<file path="src/rtl/divider_pkg.sv">
// divider_pkg: shared state encoding and ratio-code constants for the divider sweep
package divider_pkg;
  typedef enum logic [1:0] {IDLE = 2'd0, SETTLE = 2'd1, DWELL = 2'd2} state_t;
  localparam logic [3:0] DIV_CODE_MAX = 4'd9;
  localparam logic [3:0] DIV_CODE_RESET = 4'd1;
  localparam logic [3:0] DIV_CODE_20 = 4'd0;
endpackage

</file>
<file path="src/rtl/opt_edge_counter.sv">
// opt_edge_counter: counts rising edges of the divider output and flags the target count
module opt_edge_counter
  import divider_pkg::*;
#(
  parameter int W = 8
) (
  input  logic         clk,
  input  logic         rst,
  input  logic         opt_in,
  input  logic         clr,
  input  logic         en,
  input  logic [W-1:0] target,
  output logic         hit
);
  logic         opt_d;
  logic [W-1:0] cnt;
  logic         rise;
  logic [W:0]   cnt_nxt;
  assign rise = opt_in & ~opt_d;
  assign cnt_nxt = {1'b0, cnt} + {{W{1'b0}}, 1'b1};
  assign hit = en & rise & (cnt_nxt == {1'b0, target});
  // opt_d tracks opt_in in every state; the count only advances while enabled
  always_ff @(posedge clk) begin
    if (rst) begin
      opt_d <= 1'b0;
      cnt <= '0;
    end else begin
      opt_d <= opt_in;
      if (clr) cnt <= '0;
      else if (en & rise) cnt <= cnt_nxt[W-1:0];
    end
  end
endmodule

</file>
<file path="src/rtl/divider_sweep_ctrl.sv">
// divider_sweep_ctrl: steps the divider ratio code through a range with settle and dwell per code
module divider_sweep_ctrl
  import divider_pkg::*;
#(
  parameter int DWELL_W = 8,
  parameter int SETTLE_CYC = 4
) (
  input  logic               clk,
  input  logic               rst,
  input  logic               start,
  input  logic               stop,
  input  logic [3:0]         n_lo,
  input  logic [3:0]         n_hi,
  input  logic               dir,
  input  logic               loop,
  input  logic [DWELL_W-1:0] dwell,
  input  logic               opt_in,
  output logic [3:0]         n,
  output logic               busy,
  output logic               step_done,
  output logic               sweep_done,
  output logic               cfg_err
);
  localparam int SW = $clog2(SETTLE_CYC + 1);
  state_t             state;
  logic [SW-1:0]      scnt;
  logic [3:0]         lo_q, hi_q;
  logic               dir_q, loop_q;
  logic [DWELL_W-1:0] dwell_q;
  logic               hit;
  logic [3:0]         first, nxt;
  logic               last, bad;
  assign first = dir_q ? hi_q : lo_q;
  assign nxt = dir_q ? n - 4'd1 : n + 4'd1;
  assign last = n == (dir_q ? lo_q : hi_q);
  assign bad = (n_lo > DIV_CODE_MAX) || (n_hi > DIV_CODE_MAX) || (n_lo > n_hi);
  opt_edge_counter #(.W(DWELL_W)) u_cnt (
    .clk    (clk),
    .rst    (rst),
    .opt_in (opt_in),
    .clr    (state != DWELL),
    .en     (state == DWELL),
    .target (dwell_q == '0 ? DWELL_W'(1) : dwell_q),
    .hit    (hit)
  );
  // sweep FSM; stop overrides everything else and suppresses the done strobes
  always_ff @(posedge clk) begin
    if (rst) begin
      state <= IDLE;
      scnt <= '0;
      n <= DIV_CODE_RESET;
      busy <= 1'b0;
      step_done <= 1'b0;
      sweep_done <= 1'b0;
      cfg_err <= 1'b0;
      lo_q <= '0;
      hi_q <= '0;
      dir_q <= 1'b0;
      loop_q <= 1'b0;
      dwell_q <= '0;
    end else begin
      step_done <= 1'b0;
      sweep_done <= 1'b0;
      cfg_err <= 1'b0;
      if (stop) begin
        state <= IDLE;
        busy <= 1'b0;
      end else begin
        case (state)
          IDLE: if (start) begin
            if (bad) cfg_err <= 1'b1;
            else begin
              lo_q <= n_lo;
              hi_q <= n_hi;
              dir_q <= dir;
              loop_q <= loop;
              dwell_q <= dwell;
              n <= dir ? n_hi : n_lo;
              scnt <= '0;
              busy <= 1'b1;
              state <= SETTLE;
            end
          end
          SETTLE: begin
            scnt <= scnt + 1'b1;
            if (scnt == SW'(SETTLE_CYC - 1)) begin
              scnt <= '0;
              state <= DWELL;
            end
          end
          DWELL: if (hit) begin
            step_done <= 1'b1;
            if (!last) begin
              n <= nxt;
              state <= SETTLE;
            end else begin
              sweep_done <= 1'b1;
              if (loop_q) begin
                n <= first;
                state <= SETTLE;
              end else begin
                busy <= 1'b0;
                state <= IDLE;
              end
            end
          end
          default: state <= IDLE;
        endcase
      end
    end
  end
endmodule

</file>
<file path="config.mk">
export PLATFORM = sky130hd
export DESIGN_NAME = divider_sweep_ctrl
export DESIGN_NICKNAME = d
export VERILOG_FILES = /design/src/rtl/divider_pkg.sv /design/src/rtl/opt_edge_counter.sv /design/src/rtl/divider_sweep_ctrl.sv
export SDC_FILE = /design/constraint.sdc
export NUM_CORES = 1
export LEC_CHECK = 0
export ABC_AREA = 1
export CAP_MARGIN = 20
export CORE_UTILIZATION = 40
export CTS_CLUSTER_SIZE = 28
export DETAILED_ROUTE_END_ITERATION = 8
export GPL_TIMING_DRIVEN = 1
export SETUP_SLACK_MARGIN = 0.5
export SYNTH_ARGS = -nofsm -noshare
export SYNTH_HDL_FRONTEND = slang
export SYNTH_SLANG_ARGS = --single-unit
</file>
<file path="constraint.sdc">
create_clock -name clk -period 2.3 [get_ports clk]
set_input_delay 0.575 -clock clk [delete_from_list [all_inputs] [get_ports clk]]
set_output_delay 0.575 -clock clk [all_outputs]
set_load 0.02 [all_outputs]
</file>
# After elaboration in Yosys (flattened, before gate mapping)
# Index checks and enable logic that the tools add are counted.
# totals
ff_bits	40
output_inout_bits	8
word_cells	91
# op_classes
add_sub_neg	4
order_cmp	3
eq_ne	13
n_mux	31
n_bitwise	10
n_reduce_logical	16
# op_table
cell	count
$mux 4	9
$ne 2x2->1 const B	7
$reduce_and 4->1	3
$reduce_and 6->1	2
$mux 1	10
$add 8x1->9 const B	1
$eq 9x8->1	1
$mux 3	3
$gt 4x4->1 const B	2
$logic_not 8->1	1
$mux 2	4
$mux 8	1
$pmux 4 s2	1
$reduce_or 4->1	2
$not 1->1	7
$pmux 2 s3	1
$pmux 3 s2	1
$add 4x1->4 const B	1
$eq 4x4->1	1
$gt 4x4->1	1
$reduce_bool 2->1	2
$reduce_or 2->1	2
$sub 4x1->4 const B	1
$add 3x1->3 const B	1
9 further kinds	12

# Longest topological paths before layout
# depth
ltp_word	6
mapped_depth	15
ltp_nobuf	14

# By module
# From an unflattened synthesis, not the netlist that was laid out.
# unflattened
hier_cells	385
hier_area_um2	2568.7
# modules_own_cells
mod	n_inst	cells_per_inst	area_each_um2
divider_sweep_ctrl	1	277	1923.1
opt_edge_counter	1	108	645.6

# Worst setup path after synthesis
# OpenSTA, ideal clock, no wires.
# synth_timing
path_kind	input -> register
start	input n_hi[3]
end	register hi_q[3]
setup_ns	0.128
arrival_ns	1.918
required_time_ns	2.172
setup_slack_ns	0.254
cell_stages	11
cell_sequence	inv_1 ha_1 a21oi_1 o21ai_1 nand2_1 nand2_1 nor3_2 inv_1 clkbuf_1 o21ai_0 a21oi_1
# synth_between
elab_chain_len	5
# synth_rtl
element	line	source
start: declaration	divider_sweep_ctrl.sv:13	input logic [3:0] n_hi,
$gt 4x4->1	divider_sweep_ctrl.sv:36	assign bad = (n_lo > DIV_CODE_MAX) || (n_hi > DIV_CODE_MAX) || (n_lo > n_hi);
$logic_or 1x1->1 (2 in series)	divider_sweep_ctrl.sv:36	
$not 1->1 (no line)	n/a	
$reduce_and 4->1 (no line)	n/a	
end signal: assignment	divider_sweep_ctrl.sv:74	hi_q <= n_hi;
end: declaration	divider_sweep_ctrl.sv:27	logic [3:0] lo_q, hi_q;
# Several ways; a longest one is shown, not always the timed one.
# A chain may end at the register's enable or synchronous reset.

# Worst setup path after layout
# layout_timing
start	input n_lo[3]
end	register lo_q[0]
# layout_between
elab_chain_len	5
# layout_rtl
element	line	source
start: declaration	divider_sweep_ctrl.sv:12	input logic [3:0] n_lo,
$gt 4x4->1	divider_sweep_ctrl.sv:36	
$logic_or 1x1->1	divider_sweep_ctrl.sv:36	
$logic_or 1x1->1 (*)	divider_sweep_ctrl.sv:36	
$not 1->1 (no line) (*)	n/a	
$reduce_and 4->1 (no line) (*)	n/a	
end signal: assignment	divider_sweep_ctrl.sv:73	lo_q <= n_lo;
end: declaration	divider_sweep_ctrl.sv:27	
# Every way passes the cells marked *; elsewhere a longest branch is shown, timed or not.

==> flow_metrics.env <==
export IMPL_status="completed"
export IMPL_swShare_pct=27.54
export IMPL_syn_to_final_growth_pct=38.30
export IMPL_min_from="scnt[2]"
export IMPL_dp_hpwl_um=4760
export IMPL_wl_met2_um=3182
export IMPL_finalSetupViolations=0
export IMPL_p_comb_share_pct=20.3
export IMPL_grt_setup_unrepaired="true"
export IMPL_clock_root_buffer="clkbuf_8"
export IMPL_drc=0
export IMPL_grt_pass1_vias=2401
export IMPL_ios=31
export IMPL_num_vias=2537
export IMPL_synth_seq_area_share_pct=32.00
export IMPL_syn_area_um2=2502
export IMPL_ys_seq_elements=40
export IMPL_first_iter_violations=79
export IMPL_synth_area_leaders="dfxtp_1 32%, nand2_1 13%, inv_1 9.8%"
export IMPL_cp_required_ps=2490
export IMPL_portBuffers=30
export IMPL_worstPathArrival_ps=2060
export IMPL_antenna_left=0
export IMPL_fillers=567
export IMPL_intPower_mw=1.250
export IMPL_layout_drive_gt1_share_pct=29.05
export IMPL_synth_edf_count=0
export IMPL_fin_crit_ps=1866
export IMPL_cp_top_family="buffers and inverters"
export IMPL_crit_start="n_lo[3]"
export IMPL_clock_sinks=40
export IMPL_grt_ovfl_total=0
export IMPL_min_path_cells=2
export IMPL_rr_worst_depth=10
export IMPL_hp_class="flip-flop to flip-flop"
export IMPL_grt_pass1_wl_um=10540
export IMPL_clkLatencyLatePin_ps=290
export IMPL_skew_ps=3.458
export IMPL_slew_violations=0
export IMPL_critPathLaunchType="input pin"
export IMPL_syn_avg_cell_area_um2=6.568
export IMPL_final_cells=519
export IMPL_worstPathCellList="clkdlybuf4s15_2 -> ha_4 -> a21oi_2 -> o21ai_1 -> nand2_1 -> nand2_2 -> nor3_4 -> buf_4 -> buf_6 -> inv_8 -> o21ai_2 -> a21oi_1"
export IMPL_synth_flop_cell="dfxtp_1"
export IMPL_hold_violations=0
export IMPL_crit_path_top_delay_cell="ha_4"
export IMPL_dr_pass1_iters=4
export IMPL_p_sw_mw=0.4750
export IMPL_powerDensity_nw_per_um2=498.4
export IMPL_cts_htree_levels=2
export IMPL_cts_tree="built"
export IMPL_drt_met1_wl_um=2991
export IMPL_clockPowerShare_pct=37.3
export IMPL_die_area_um2=6576
export IMPL_antenna_found_initial=0
export IMPL_worstReg2RegStart="dir_q"
export IMPL_synth_top_cell_area_share_pct=32.00
export IMPL_path_clk_slew_ps=80
export IMPL_gp_congestion=0.8555
export IMPL_r2r_slack_ps=520
export IMPL_holdWs_ps=443.9
export IMPL_leakagePower_nw=1.653
export IMPL_wl_met3_um=199
export IMPL_synthTopCellsByCount="87 x nand2_1, 65 x inv_1, 40 x dfxtp_1"
export IMPL_die_width_um=81.10
export IMPL_die_h_um=81.10
export IMPL_grt_total_usage_pct=21.17
export IMPL_post_route_period_util_pct=81.12
export IMPL_seq_power_share_pct=42.4
export IMPL_avgRoutedWirePerCell_um=12.45
export IMPL_coreArea_um2=5991
export IMPL_fin_setup_tns_ps=0
export IMPL_cts_made_buffers=5
export IMPL_synthCells=381
export IMPL_highest_layer="met4"
export IMPL_num_antenna_cells=0
export IMPL_final_util_pct=57.77
export IMPL_drv_cap=0
export IMPL_end_kind="flip-flop"
export IMPL_cp_num_buf_inv=4
export IMPL_syn_nets=413
export IMPL_critPathMaxFanout=15
export IMPL_dp_cells=499
export IMPL_synth_most_common_cell="nand2_1"
export IMPL_vdd_ir_drop_max_uv=295.9
export IMPL_start_util_pct=41.77
export IMPL_clk_path_buf_depth=2
export IMPL_finalNetCount=475
export IMPL_fmax_mhz=536.0
export IMPL_yosys_cell_types_count=31
export IMPL_synth_top_area_cell="dfxtp_1"
export IMPL_worst_slew_pin_slew_ps=293.6
export IMPL_vias_per_cell=4.888
export IMPL_grt_start_max_net_pins=21
export IMPL_async_flop_share_pct=0
export IMPL_cts_hold_buf=0
export IMPL_wl_um=6462
export IMPL_rows=28
export IMPL_critical_path_max_stage_delay_ps=230
export IMPL_timing_setup_critical_path_class="input pin to flip-flop"
export IMPL_max_slew_margin_pct=80.41
export IMPL_yosys_warnings=0
export IMPL_whs_endpoint="scnt[2]"
export IMPL_preCtsSetupSlack_ps=-344.4
export IMPL_timing_rr_end="n[3]"
export IMPL_layout_setup_ws_ps=434.3
-- what timing repair did --
item                                    in CTS  in global routing
cloned                                       2                  0
gates resized for setup                     63                 39
pin swaps                                   23                 15
setup buffers                                7                  3
endpoints found under the setup margin      36                 36
-- power groups by stage --
stage | registers (mW) | logic, mW | clock network (mW)
floorplan | 0.750 | 0.194 | 0
global placement | 0.747 | 0.317 | 0
detailed placement | 0.748 | 0.320 | 0
CTS | 0.731 | 0.335 | 0.646
global route | 0.736 | 0.388 | 0.674
finish | 0.732 | 0.349 | 0.644
-- worst max path at each step --
stage | endpoint | slack [ps] | cells past startpoint
6_report | lo_q[0] | 430 | 12
5_1_grt | dwell_q[5] | 310 | 13
4_1_cts | dwell_q[6] | 470 | 13
3_5_place_dp | dwell_q[3] | -340 | 12
3_3_place_gp | dwell_q[7] | -290 | 12
2_1_floorplan | dir_q | 420 | 11
-- per-layer routing --
layer / vias to the layer above / track usage, %
li1: 1348 / -
met2: 43 / 37.65
met4: 0 / 7.500
met3: 9 / 3.258
met5: - / 0
met1: 1137 / 25.63
-- per-stage QoR --
stage               power (mW)  instance area (um^2)
finish                   1.725                  3461
global route             1.797                  3461
CTS                      1.713                  3349
detailed placement       1.068                  3087
global placement         1.064                  3087
floorplan               0.9436                  2596
-- cell type report --
class                   count  area (um^2)  share of cell area (%)
repair inverters            2        22.52                  0.6508
repair buffers             61        535.5                   15.47
clock buffers               7        96.34                   2.784
flip-flops and latches     40        805.8                   23.28
well taps                  75        93.84                   2.711
clock inverters             1        30.03                  0.8677
multi-input cells         265         1590                   45.95
inverters                  68        286.5                   8.279
-- logic make-up after synthesis --
logic type                 count (synthesis)  share of synthesized area [%]
and+or+nand+nor                          175                          34.15
AOI/OAI and AO/OA                         78                          16.15
buffers and inverters                     76                          11.85
DFF                                       40                          32.00
adders and majority gates                  9                          4.800
xor gates and xnor gates                   3                          1.050
-- sequential cells by signal, indices dropped and copies added (netlist names), 2 cells and up --
name	flops
lo_q	4
hi_q	4
dwell_q	8
state	2
u_cnt.cnt	8
n	4
scnt	3
-- cells in the final DEF, fill, tap and decap left out, drive strengths merged, types with 2 or more instances in the layout --
cell type      synthesis  routed
o21ai                 39      39
dlygate4sd2            0       6
nand4                  7       7
nor3                   4       4
dlymetal6s2s           0       3
dfxtp                 40      40
a21oi                 34      34
ha                     8       8
nor2                  35      35
o211ai                 2       2
inv                   68      68
clkdlybuf4s50          0      13
buf                    2      34
xnor2                  2       2
nand3                 32      32
nand2                 97      97
clkbuf                 6      11
-- worst reg2reg max path: stages, from the launching register on --
cell,delay (ps)
dfxtp_2,420
buf_4,200
ha_1,280
a21oi_1,150
nand2_1,80
xor2_1,150
a21oi_1,150
o21ai_0,90
nand2_1,90
nor2_2,40
nor2_1,80
Power figures use the tool's default switching activity.
